`src/rtl/uart_rx_8n1_if.sv`:
```
// rtl/uart_rx_8n1_if.sv - received-byte bundle from the 8-N-1 UART receiver
interface uart_rx_8n1_if;
  logic [7:0] rx_data;
  logic       rx_valid;
  logic       frame_err;
  logic       busy;

  // Receiver drives the bundle
  modport master (
    output rx_data,
    output rx_valid,
    output frame_err,
    output busy
  );

  // Downstream logic consumes the bundle
  modport slave (
    input rx_data,
    input rx_valid,
    input frame_err,
    input busy
  );
endinterface

```
`src/rtl/uart_rx_8n1.sv`:
```
// rtl/uart_rx_8n1.sv - 8-N-1 UART receiver with mid-bit sampling and framing check
module uart_rx_8n1 #(
  parameter int CLKS_PER_BIT = 10417
) (
  input  logic          clk,
  input  logic          reset_n,
  input  logic          rx,
  uart_rx_8n1_if.master rx_out
);

  localparam int CW = $clog2(CLKS_PER_BIT);
  localparam logic [CW-1:0] HALF_M1 = CW'(CLKS_PER_BIT / 2 - 1);
  localparam logic [CW-1:0] BIT_M1  = CW'(CLKS_PER_BIT - 1);

  localparam logic [2:0] IDLE      = 3'd0;
  localparam logic [2:0] START     = 3'd1;
  localparam logic [2:0] DATA      = 3'd2;
  localparam logic [2:0] STOP      = 3'd3;
  localparam logic [2:0] WAIT_HIGH = 3'd4;

  logic [2:0]    state;
  logic          ff1;
  logic          ff2;
  logic [CW-1:0] cnt;
  logic [2:0]    idx;
  logic [7:0]    shreg;
  logic [7:0]    data_q;
  logic          valid_q;
  logic          err_q;
  logic          rx_s;

  assign rx_s = ff2;

  // Two-flop synchroniser on the asynchronous line, idle-high after reset
  always_ff @(posedge clk) begin
    if (!reset_n) begin
      ff1 <= 1'b1;
      ff2 <= 1'b1;
    end else begin
      ff1 <= rx;
      ff2 <= ff1;
    end
  end

  // Frame state machine: start qualification, data sampling, stop check
  always_ff @(posedge clk) begin
    if (!reset_n) begin
      state   <= IDLE;
      cnt     <= '0;
      idx     <= 3'd0;
      shreg   <= 8'h00;
      data_q  <= 8'h00;
      valid_q <= 1'b0;
      err_q   <= 1'b0;
    end else begin
      valid_q <= 1'b0;
      err_q   <= 1'b0;
      case (state)
        IDLE: begin
          if (!rx_s) begin
            state <= START;
            cnt   <= '0;
          end
        end
        START: begin
          if (cnt == HALF_M1) begin
            if (!rx_s) begin
              state <= DATA;
              cnt   <= '0;
              idx   <= 3'd0;
            end else begin
              // Line went back high before mid-bit: treat as a glitch
              state <= IDLE;
            end
          end else begin
            cnt <= cnt + CW'(1);
          end
        end
        DATA: begin
          if (cnt == BIT_M1) begin
            cnt        <= '0;
            shreg[idx] <= rx_s;
            idx        <= idx + 3'd1;
            if (idx == 3'd7) begin
              state <= STOP;
            end
          end else begin
            cnt <= cnt + CW'(1);
          end
        end
        STOP: begin
          if (cnt == BIT_M1) begin
            cnt <= '0;
            if (rx_s) begin
              data_q  <= shreg;
              valid_q <= 1'b1;
              state   <= IDLE;
            end else begin
              err_q <= 1'b1;
              state <= WAIT_HIGH;
            end
          end else begin
            cnt <= cnt + CW'(1);
          end
        end
        WAIT_HIGH: begin
          // A held-low (break) line must not be mistaken for a new start bit
          if (rx_s) begin
            state <= IDLE;
          end
        end
        default: state <= IDLE;
      endcase
    end
  end

  assign rx_out.rx_data   = data_q;
  assign rx_out.rx_valid  = valid_q;
  assign rx_out.frame_err = err_q;
  assign rx_out.busy      = (state != IDLE);

endmodule

```
`src/flat_wrapper.sv`:
```
// flat-port wrapper written by rule: the top's interface ports become plain ports
module uart_rx_8n1_flat 
#(
  parameter int CLKS_PER_BIT = 10417
)
  (clk, reset_n, rx, rx_out_rx_data, rx_out_rx_valid, rx_out_frame_err, rx_out_busy);
  uart_rx_8n1_if rx_out_i ();
  input  logic clk;
  input  logic reset_n;
  input  logic rx;
  output wire logic [$bits(rx_out_i.rx_data)-1:0] rx_out_rx_data;
  output wire logic [$bits(rx_out_i.rx_valid)-1:0] rx_out_rx_valid;
  output wire logic [$bits(rx_out_i.frame_err)-1:0] rx_out_frame_err;
  output wire logic [$bits(rx_out_i.busy)-1:0] rx_out_busy;
  assign rx_out_rx_data = rx_out_i.rx_data;
  assign rx_out_rx_valid = rx_out_i.rx_valid;
  assign rx_out_frame_err = rx_out_i.frame_err;
  assign rx_out_busy = rx_out_i.busy;
  uart_rx_8n1 #(.CLKS_PER_BIT(CLKS_PER_BIT)) u_core (.clk(clk), .reset_n(reset_n), .rx(rx), .rx_out(rx_out_i));
endmodule
```
`config.mk`:
```
export PLATFORM = sky130hd
export DESIGN_NAME = uart_rx_8n1_flat
export DESIGN_NICKNAME = d
export VERILOG_FILES = /design/src/rtl/uart_rx_8n1_if.sv /design/src/rtl/uart_rx_8n1.sv /design/src/flat_wrapper.sv
export SDC_FILE = /design/constraint.sdc
export NUM_CORES = 1
export LEC_CHECK = 0
export BUFFER_PORTS_ARGS = -buffer_cell sky130_fd_sc_hd__buf_2
export CORE_ASPECT_RATIO = 0.9
export CORE_MARGIN = 8
export CORE_UTILIZATION = 59
export DETAILED_ROUTE_END_ITERATION = 8
export PLACE_DENSITY = 0.78
export REMOVE_ABC_BUFFERS = 1
export SYNTH_ARGS = -nofsm -noshare
export SYNTH_HDL_FRONTEND = slang
export SYNTH_SLANG_ARGS = --single-unit
```
`constraint.sdc`:
```
create_clock -name clk -period 2.3 [get_ports clk]
set_input_delay 0.46 -clock clk [delete_from_list [all_inputs] [get_ports clk]]
set_output_delay 0.46 -clock clk [all_outputs]
set_load 0.02 [all_outputs]
```
# [Word level (Yosys, flattened, before mapping)]
# Index checks and enable logic that the tools add are counted.
[classes] n_bitwise=0 mux=22 n_mul=0 add_sub_neg=2 n_shift=0 div=0 n_reduce_logical=11 eq_ne=14 order_cmp=2
[ops] operator="14-bit 2-to-1 mux" count=3
[ops] operator="14-bit case mux with 3 select lines" count=1
[ops] operator="3-bit 2-to-1 mux" count=10
[ops] operator="3-bit case mux with 5 select lines" count=1
[ops] operator="14-bit by 1-bit adder with 14-bit output (second input constant)" count=1
[ops] operator="14-bit by 13-bit equality test with 1-bit output (second input constant)" count=1
[ops] operator="14-bit equality test (second input constant)" count=1
[ops] operator="2-bit by 1-bit inequality test with 1-bit output (second input constant)" count=5
[ops] operator="8-bit bitwise mux" count=1
[ops] operator="3-bit by 2-bit equality test with 1-bit output (second input constant)" count=2
[ops] operator="3-bit equality test (second input constant)" count=2
[ops] operator="3-bit case mux with 2 select lines" count=1
[ops] operator="3-bit AND reduction" count=2
[ops] operator="6-bit AND reduction" count=1
[ops] operator="3-bit nonzero test" count=2
[ops] operator="3-bit by 4-bit < comparator with 1-bit output (second input constant)" count=1
[ops] operator="2-bit inequality test (second input constant)" count=2
[ops] operator="4-bit AND reduction" count=1
[ops] operator="3-bit by 1-bit adder with 3-bit output (second input constant)" count=1
[ops] operator="1-bit demux with 3-bit select" count=1
[ops] operator="3-bit by 1-bit equality test with 1-bit output (second input constant)" count=1
[ops] operator="3-bit by 1-bit greater-or-equal comparator with 1-bit output (second input constant)" count=1
[ops] operator="3-bit zero test" count=1
[ops] operator="1-bit 2-to-1 mux" count=3
[ops] operator="other kinds (5)" count=5
[totals] register_bits=40 n_memories=0 mem_bits_ro=0 word_cells=60 mem_bits_rw=0 out_inout_bits=11 input_bits=3 latch_bits=0

# [Longest topological paths before layout]
# Gate-level depths: netlist (run 1).
[logic_depth] depth_word=5 mapped_depth=8 depth_no_buf=7

# [Worst setup path before layout (run 1)]
# No wires, ideal clock.
[synth_timing] path_kind="flip-flop to flip-flop" from="register u_core.cnt[0]" to="register u_core.idx[0]" stages_incl_launch_ff=7 period_less_slack_ns=1.703 setup_time_ns=0.072 t_required_ns=2.228 path_buffers=0 arrival_time_ns=1.631 path_slack_ns=0.597 cell_sequence="dfxtp_1 -> ha_1 -> and4b_1 -> nand4_4 -> or2_2 -> a21oi_4 -> mux2i_1"
[synth_between] elab_chain_len=3 elab_cells_between_ends=5 cone_classes="4 x eq/ne; 1 x reduce/logical"
[synth_rtl] element="from (decl)" line="uart_rx_8n1.sv:24" rtl="logic [CW-1:0] cnt;"
[synth_rtl] element="from (signal assigned)" line="uart_rx_8n1.sv:76" rtl="cnt <= cnt + CW'(1);"
[synth_rtl] element="from (signal assigned)" line="uart_rx_8n1.sv:88" rtl="cnt <= cnt + CW'(1);"
[synth_rtl] element="from (signal assigned)" line="uart_rx_8n1.sv:103" rtl="cnt <= cnt + CW'(1);"
[synth_rtl] element="14-bit equality test / 14-bit by 13-bit equality test with 1-bit output (equally long branches)" line="uart_rx_8n1.sv:80, uart_rx_8n1.sv:66"
[synth_rtl] element="2-bit by 1-bit inequality test with 1-bit output (no source line)"
[synth_rtl] element="4-bit AND reduction (no source line) *"
[synth_rtl] element="to (signal assigned)" line="uart_rx_8n1.sv:83" rtl="idx <= idx + 3'd1;"
[synth_rtl] element="to (decl)" line="uart_rx_8n1.sv:25" rtl="logic [2:0] idx;"
# Every way passes the cells marked *; elsewhere a longest branch is shown, timed or not.
# A chain may end at the register's enable or synchronous reset.

# [Worst setup path in the final report (run 1)]
[layout_timing] from="register u_core.cnt[0]" to="register u_core.idx[1]"
# The elaborated chain is that of the path after synthesis.

==> results of run 1 <==
area by class of cell:
class                      instances  area share, %
sequential                        40           36.5
multi-input combinational        168           49.5
clock inverter                     1           1.37
timing repair buffer              16           3.99
clock buffer                       7           4.39
inverter                          10           1.71
tap                               44           2.51
cell families (layout without fill, tap and decap cells):
logic type / count (synthesis) / count (layout) / share of synthesized area [%]
AO/OA/AOI/OAI: 44 / 44 / 14.6
XOR/XNOR: 3 / 3 / 1.33
adder cells (fa/ha/maj): 4 / 4 / 2.54
buffers and inverters: 20 / 34 / 4.38
flip-flops: 40 / 40 / 40.6
multiplexers: 12 / 12 / 6.09
AND/OR/NAND/NOR: 105 / 105 / 30.4
stage by stage:
stage                     power, mW  worst slack (ns)
after floorplan               0.739             0.519
after global placement        0.758             0.448
after detailed placement      0.759             0.369
after CTS                      1.38             0.371
after global routing           1.41             0.175
final                          1.37             0.374
path summary, 6_finish.rpt:
kind                                                 start  slack (ns)                    endpoint
worst min-delay path                                    rx        0.34       u_core.ff1$_SDFF_PN1_
worst min register to register       u_core.ff1$_SDFF_PN1_        0.41       u_core.ff2$_SDFF_PN1_
worst max register to register  u_core.cnt[0]$_SDFFE_PN0P_        0.37  u_core.idx[1]$_SDFFE_PN0P_
worst max-delay path            u_core.cnt[0]$_SDFFE_PN0P_        0.37  u_core.idx[1]$_SDFFE_PN0P_
worst max-delay path: stages (launching register included):
cell     delay (ns)
dfxtp_1        0.40
ha_1           0.26
and4b_1        0.26
nand4_4        0.16
or2_2          0.37
a21oi_4        0.19
mux2i_1        0.21
layer usage:
metal	wire (µm)	global-route usage (%)	part of all wire, %
met1	1970	19.7	51
met5	0	0	0
met3	187	3.80	4.8
met4	77	7.04	2.0
met2	1650	22.9	42
registers in the layout, summed over array words and instances, names as in the netlist:
| register | flops |
|---|---|
| u_core.ff1 | 1 |
| u_core.rx_out.frame_err | 1 |
| u_core.idx | 3 |
| u_core.rx_out.rx_valid | 1 |
| u_core.ff2 | 1 |
| u_core.rx_out.rx_data | 8 |
| u_core.shreg | 8 |
| u_core.state | 3 |
| u_core.cnt | 14 |
placed cells by master, fill, tap and decap left out, drive strengths merged, types with 3 or more instances in the layout:
master	instances
nand2	32
nand3b	3
a21oi	13
ha	4
nand3	18
o21ai	18
clkbuf	7
nand2b	6
nor3b	3
and3	5
mux2i	12
nand4	3
buf	16
nor2b	3
dfxtp	40
inv	10
nor2	14
or3	6
power breakdown:
part / leakage (nW) / switching, mW / internal, mW / total, mW
combinational: 0.427 / 0.0287 / 0.0155 / 0.0442
clock: 0.0645 / 0.248 / 0.383 / 0.631
sequential: 0.323 / 0.00393 / 0.695 / 0.699
total: 0.814 / 0.281 / 1.09 / 1.37
==> metrics, run 1 <==
Tmin final=1.93 ns; starting density of the core=60.2%; number of port buffers=13; top cell type's share of synthesized area=40.6%; flip-flop and latch count after synthesis=40; Sum Neg Setup Slack=0 ns; design area=2190 µm²; largest cells by area after synthesis=dfxtp_1 (41%), mux2i_1 (6.1%), nand2_1 (6.1%), nand3_1 (4.6%), o21ai_0 (3.8%); area leader, netlist=dfxtp_1; Ant. Diodes=0; static leakage=0.814 nW; Placed Cells incl. Taps=278; maximum VDD drop=0.528 mV; initial antenna violation count=0; clock sink count=40; Post-Route Utilization=66.9%; first drt pass iteration count=4; Max clock buf depth=2; vias per inst=5.65; largest net degree at the start of global routing=29; hold_buf cts=0; Final Setup Violations=0; Skew-Pair Late Insertion Delay=0.30 ns; fin crit share=83.8%; HPWL Detailed=2.80 mm; Crit. End Element=flip-flop; Hold Path Class=in2reg; maximum capacitance violations=0; Worst Clk Skew=0.00760 ns; worst hold margin=0.338 ns; Ys Warns=0; total congestion overflow=0; post-route insts no fill=286; Multi-input gate area=1090 µm²; fmax=519 MHz; hold path cells=2; CTS tree=built; Worst Path Required=2.53 ns; top cells by count, synth=dfxtp_1 (40), nand2_1 (32), nand3_1 (18), o21ai_0 (15), nor2_1 (14); final hold vios=0; most frequent cell after synthesis=dfxtp_1; CP Max Fanout=7; # DRC=0; FF-to-FF path depth=6; Reg area=801 µm²; WL per Instance=13.6 µm; Final Routed Wirelength=3.88 mm; Area growth syn-to-layout=11.2%; asr flop ratio synth=0%; nets=248; clk slew on worst S/H paths=0.08 ns; Synth cell types=45; Die W=77.0 µm; Core Area=3280 µm²; top_reg_cell synth=dfxtp_1; Final Max Slew Viols=0; Worst EP arrival=2.15 ns; cell count after synthesis=228; Slew headroom=66.8%; Mean Syn Cell Area=8.65 µm²; RSZ-0062 raised after global routing=false; vias in the first global route=1475; DP Area=2070 µm²; die height=70.9 µm; vias post-DR=1616; GRT Total Usage=15.1%; root buf cell=clkbuf_8; cell row count=20; GP Congestion=0.815; post-cts resize count=0; Slew @ Worst Pin=0.494 ns; global-route wire length before repair=6.85 mm; outcome=complete, no violations; die area=5450 µm²; CTS Buf Count=5; EDFF count, synth=0; filler cell count=283; fraction of final layout cells sized beyond drive strength 1=16.5%; antenna-violating nets left=0; H-tree Lvls=2; I/O pin count=14; Post-CTS Setup Bufs=0; startpoint types=flip-flop; synthesized cell area=1970 µm²; critical path type=reg2reg; register area share after synthesis=40.6%; PD cells=626 nW/µm²; 1st-iter DRT viols=97
Power figures use the tool's default switching activity.
==> run 2, diff against run 1 <==
--- a/config.mk
+++ b/config.mk
@@ -8,9 +8,9 @@
 export BUFFER_PORTS_ARGS = -buffer_cell sky130_fd_sc_hd__buf_2
 export CORE_ASPECT_RATIO = 0.9
 export CORE_MARGIN = 8
-export CORE_UTILIZATION = 59
+export CORE_UTILIZATION = 53
 export DETAILED_ROUTE_END_ITERATION = 8
-export PLACE_DENSITY = 0.78
+export PLACE_DENSITY = 0.74
 export REMOVE_ABC_BUFFERS = 1
 export SYNTH_ARGS = -nofsm -noshare
 export SYNTH_HDL_FRONTEND = slang
==> constraint.sdc (replaced) <==
create_clock -name clk -period 1.6 [get_ports clk]
set_input_delay 0.32 -clock clk [delete_from_list [all_inputs] [get_ports clk]]
set_output_delay 0.32 -clock clk [all_outputs]
set_load 0.02 [all_outputs]
==> metrics, run 2 (synthesized netlist as in run 1, its figures left out) <==
commonest non-fill, non-tap cell in the layout=buf_4; nets=292; filler cell count=207; Most Crowded Layer GR=met2; Die W=80.3 µm; Worst Clk Skew=0.0107 ns; Area growth syn-to-layout=45.3%; largest net degree at the start of global routing=29; Final Routed Wirelength=6.80 mm; CP Max Fanout=6; fmax=530 MHz; fraction of final layout cells sized beyond drive strength 1=48.3%; Slew @ Worst Pin=0.495 ns; die area=5930 µm²; starting density of the core=54.0%; Final Setup Violations=37; Tmin final=1.89 ns; number of port buffers=13; clk slew on worst S/H paths=0.09 ns; Ant. Diodes=0; RSZ-0062 raised after global routing=true; R2R Setup Slk=-0.29 ns; Crit. End Element=flip-flop; cell row count=21; vias in the first global route=1936; CTS tree=built; hold_buf cts=0; Core Area=3650 µm²; vias per inst=6.34; met3 global-route usage=5.62%; DP Area=2300 µm²; root buf cell=clkbuf_8; startpoint types=flip-flop; Skew-Pair Late Insertion Delay=0.31 ns; GRT Total Usage=20.1%; global-route wire length before repair=9.14 mm; CTS Buf Count=5; worst setup path startpoint=u_core.cnt[3]$_SDFFE_PN0P_; number of flip-flops in the largest register=14; first drt pass iteration count=5; met1 global-route usage=22.9%; Multi-input gate area=1420 µm²; vias post-DR=2104; Final Max Slew Viols=0; Worst Path Required=1.83 ns; failing checks=negative setup slack; static leakage=1.10 nW; Final WS setup=-0.287 ns; Slew headroom=67.0%; WL per Instance=20.5 µm; I/O pin count=14; PD cells=633 nW/µm²; antenna-violating nets left=0; Max clock buf depth=2; final hold vios=0; Reg area=817 µm²; most frequent cells in the layout=buf_4 (36), dfxtp_1 (33), nand2_1 (27); post-route insts no fill=332; critical path type=reg2reg; initial antenna violation count=0; GP Congestion=0.830; Hold Path Class=in2reg; FF-to-FF path depth=6; clock sink count=40; HPWL Detailed=3.13 mm; # DRC=0; outcome=complete, but fails checks; maximum capacitance violations=0; reg-to-reg startpoint=u_core.cnt[3]$_SDFFE_PN0P_; met2 usage=32.6%; Worst EP arrival=2.12 ns; die height=73.9 µm; Placed Cells incl. Taps=311; RR Endpoint=u_core.shreg[2]$_SDFFE_PN0P_; fin crit share=118%; Critical Path End=u_core.shreg[2]$_SDFFE_PN0P_; H-tree Lvls=2; design area=2870 µm²; Biggest register=u_core.cnt; total congestion overflow=0; 1st-iter DRT viols=221; total power=1.81 mW; maximum VDD drop=0.748 mV
run 2: cell count changes in the layout (fill, tap and decap cells not counted), moves of 5 or more:
cell / before / now
a21oi_1: 12 / 4
a21oi_2: 0 / 8
buf_4: 3 / 36
buf_6: 0 / 8
dfxtp_1: 40 / 33
nand2_1: 32 / 27
nand3_1: 18 / 7
nand3_2: 0 / 10
o21ai_0: 15 / 4
o21ai_1: 3 / 10
run 2: area by class of cell:
cell class / count / area share, %
multi-input cells: 170 / 49.3
well taps: 46 / 2.01
flip-flops and latches: 40 / 28.5
repair buffers: 58 / 15.5
inverters: 10 / 1.40
clock inverters: 3 / 0.829
clock buffers: 5 / 2.40
run 2: per-stage QoR:
| stage | util [%] | setup slack (ns) | setup TNS [ns] | hold slack (ns) |
|---|---|---|---|---|
| after global routing | 78.5 | -0.334 | -8.11 | 0.190 |
| final | 78.5 | -0.287 | -6.42 | 0.190 |
| after detailed placement | 63.0 | -0.207 | -4.41 | 0.411 |
| after CTS | 72.3 | -0.150 | -2.79 | 0.193 |
| after global placement | 63.0 | -0.134 | -2.72 | 0.392 |
| after floorplan | - | -0.181 | -2.17 | 0.386 |
run 2: timing repair:
| action | 4_1_cts | 5_1_grt |
|---|---|---|
| pin swaps | 27 | 23 |
| buffers inserted | 4 | 7 |
| resized for setup | 50 | 46 |
| cloned | 3 | 0 |
| setup endpoints to repair | 35 | 38 |
run 2: layer usage:
layer,vias up,part of all wire (%)
met1,1002,40
met5,-,0
li1,933,-
met4,0,3.9
met3,40,8.1
met2,129,48
run 2: critical path, cell delays in order (launching register included):
cell	delay (ns)
dfxtp_2	0.34
nor4b_4	0.32
buf_4	0.19
and4_4	0.31
nand3b_4	0.16
nor3b_2	0.27
mux2i_1	0.22
run 2: worst min path at each step:
| stage | start | end | slack, ns | cells past startpoint |
|---|---|---|---|---|
| after floorplan | u_core.ff1$_SDFF_PN1_ | u_core.ff2$_SDFF_PN1_ | 0.39 | 1 |
| after global placement | u_core.ff1$_SDFF_PN1_ | u_core.ff2$_SDFF_PN1_ | 0.39 | 1 |
| after detailed placement | u_core.ff1$_SDFF_PN1_ | u_core.ff2$_SDFF_PN1_ | 0.41 | 1 |
| after CTS | rx | u_core.ff1$_SDFF_PN1_ | 0.19 | 2 |
| after global routing | rx | u_core.ff1$_SDFF_PN1_ | 0.19 | 2 |
| final | rx | u_core.ff1$_SDFF_PN1_ | 0.19 | 2 |
run 2: report_power, final:
| group | switching (mW) | internal, mW | leakage, nW |
|---|---|---|---|
| combinational | 0.0675 | 0.0448 | 0.729 |
| clock | 0.392 | 0.309 | 0.0404 |
| sequential | 0.00669 | 0.994 | 0.327 |
| total | 0.466 | 1.35 | 1.10 |
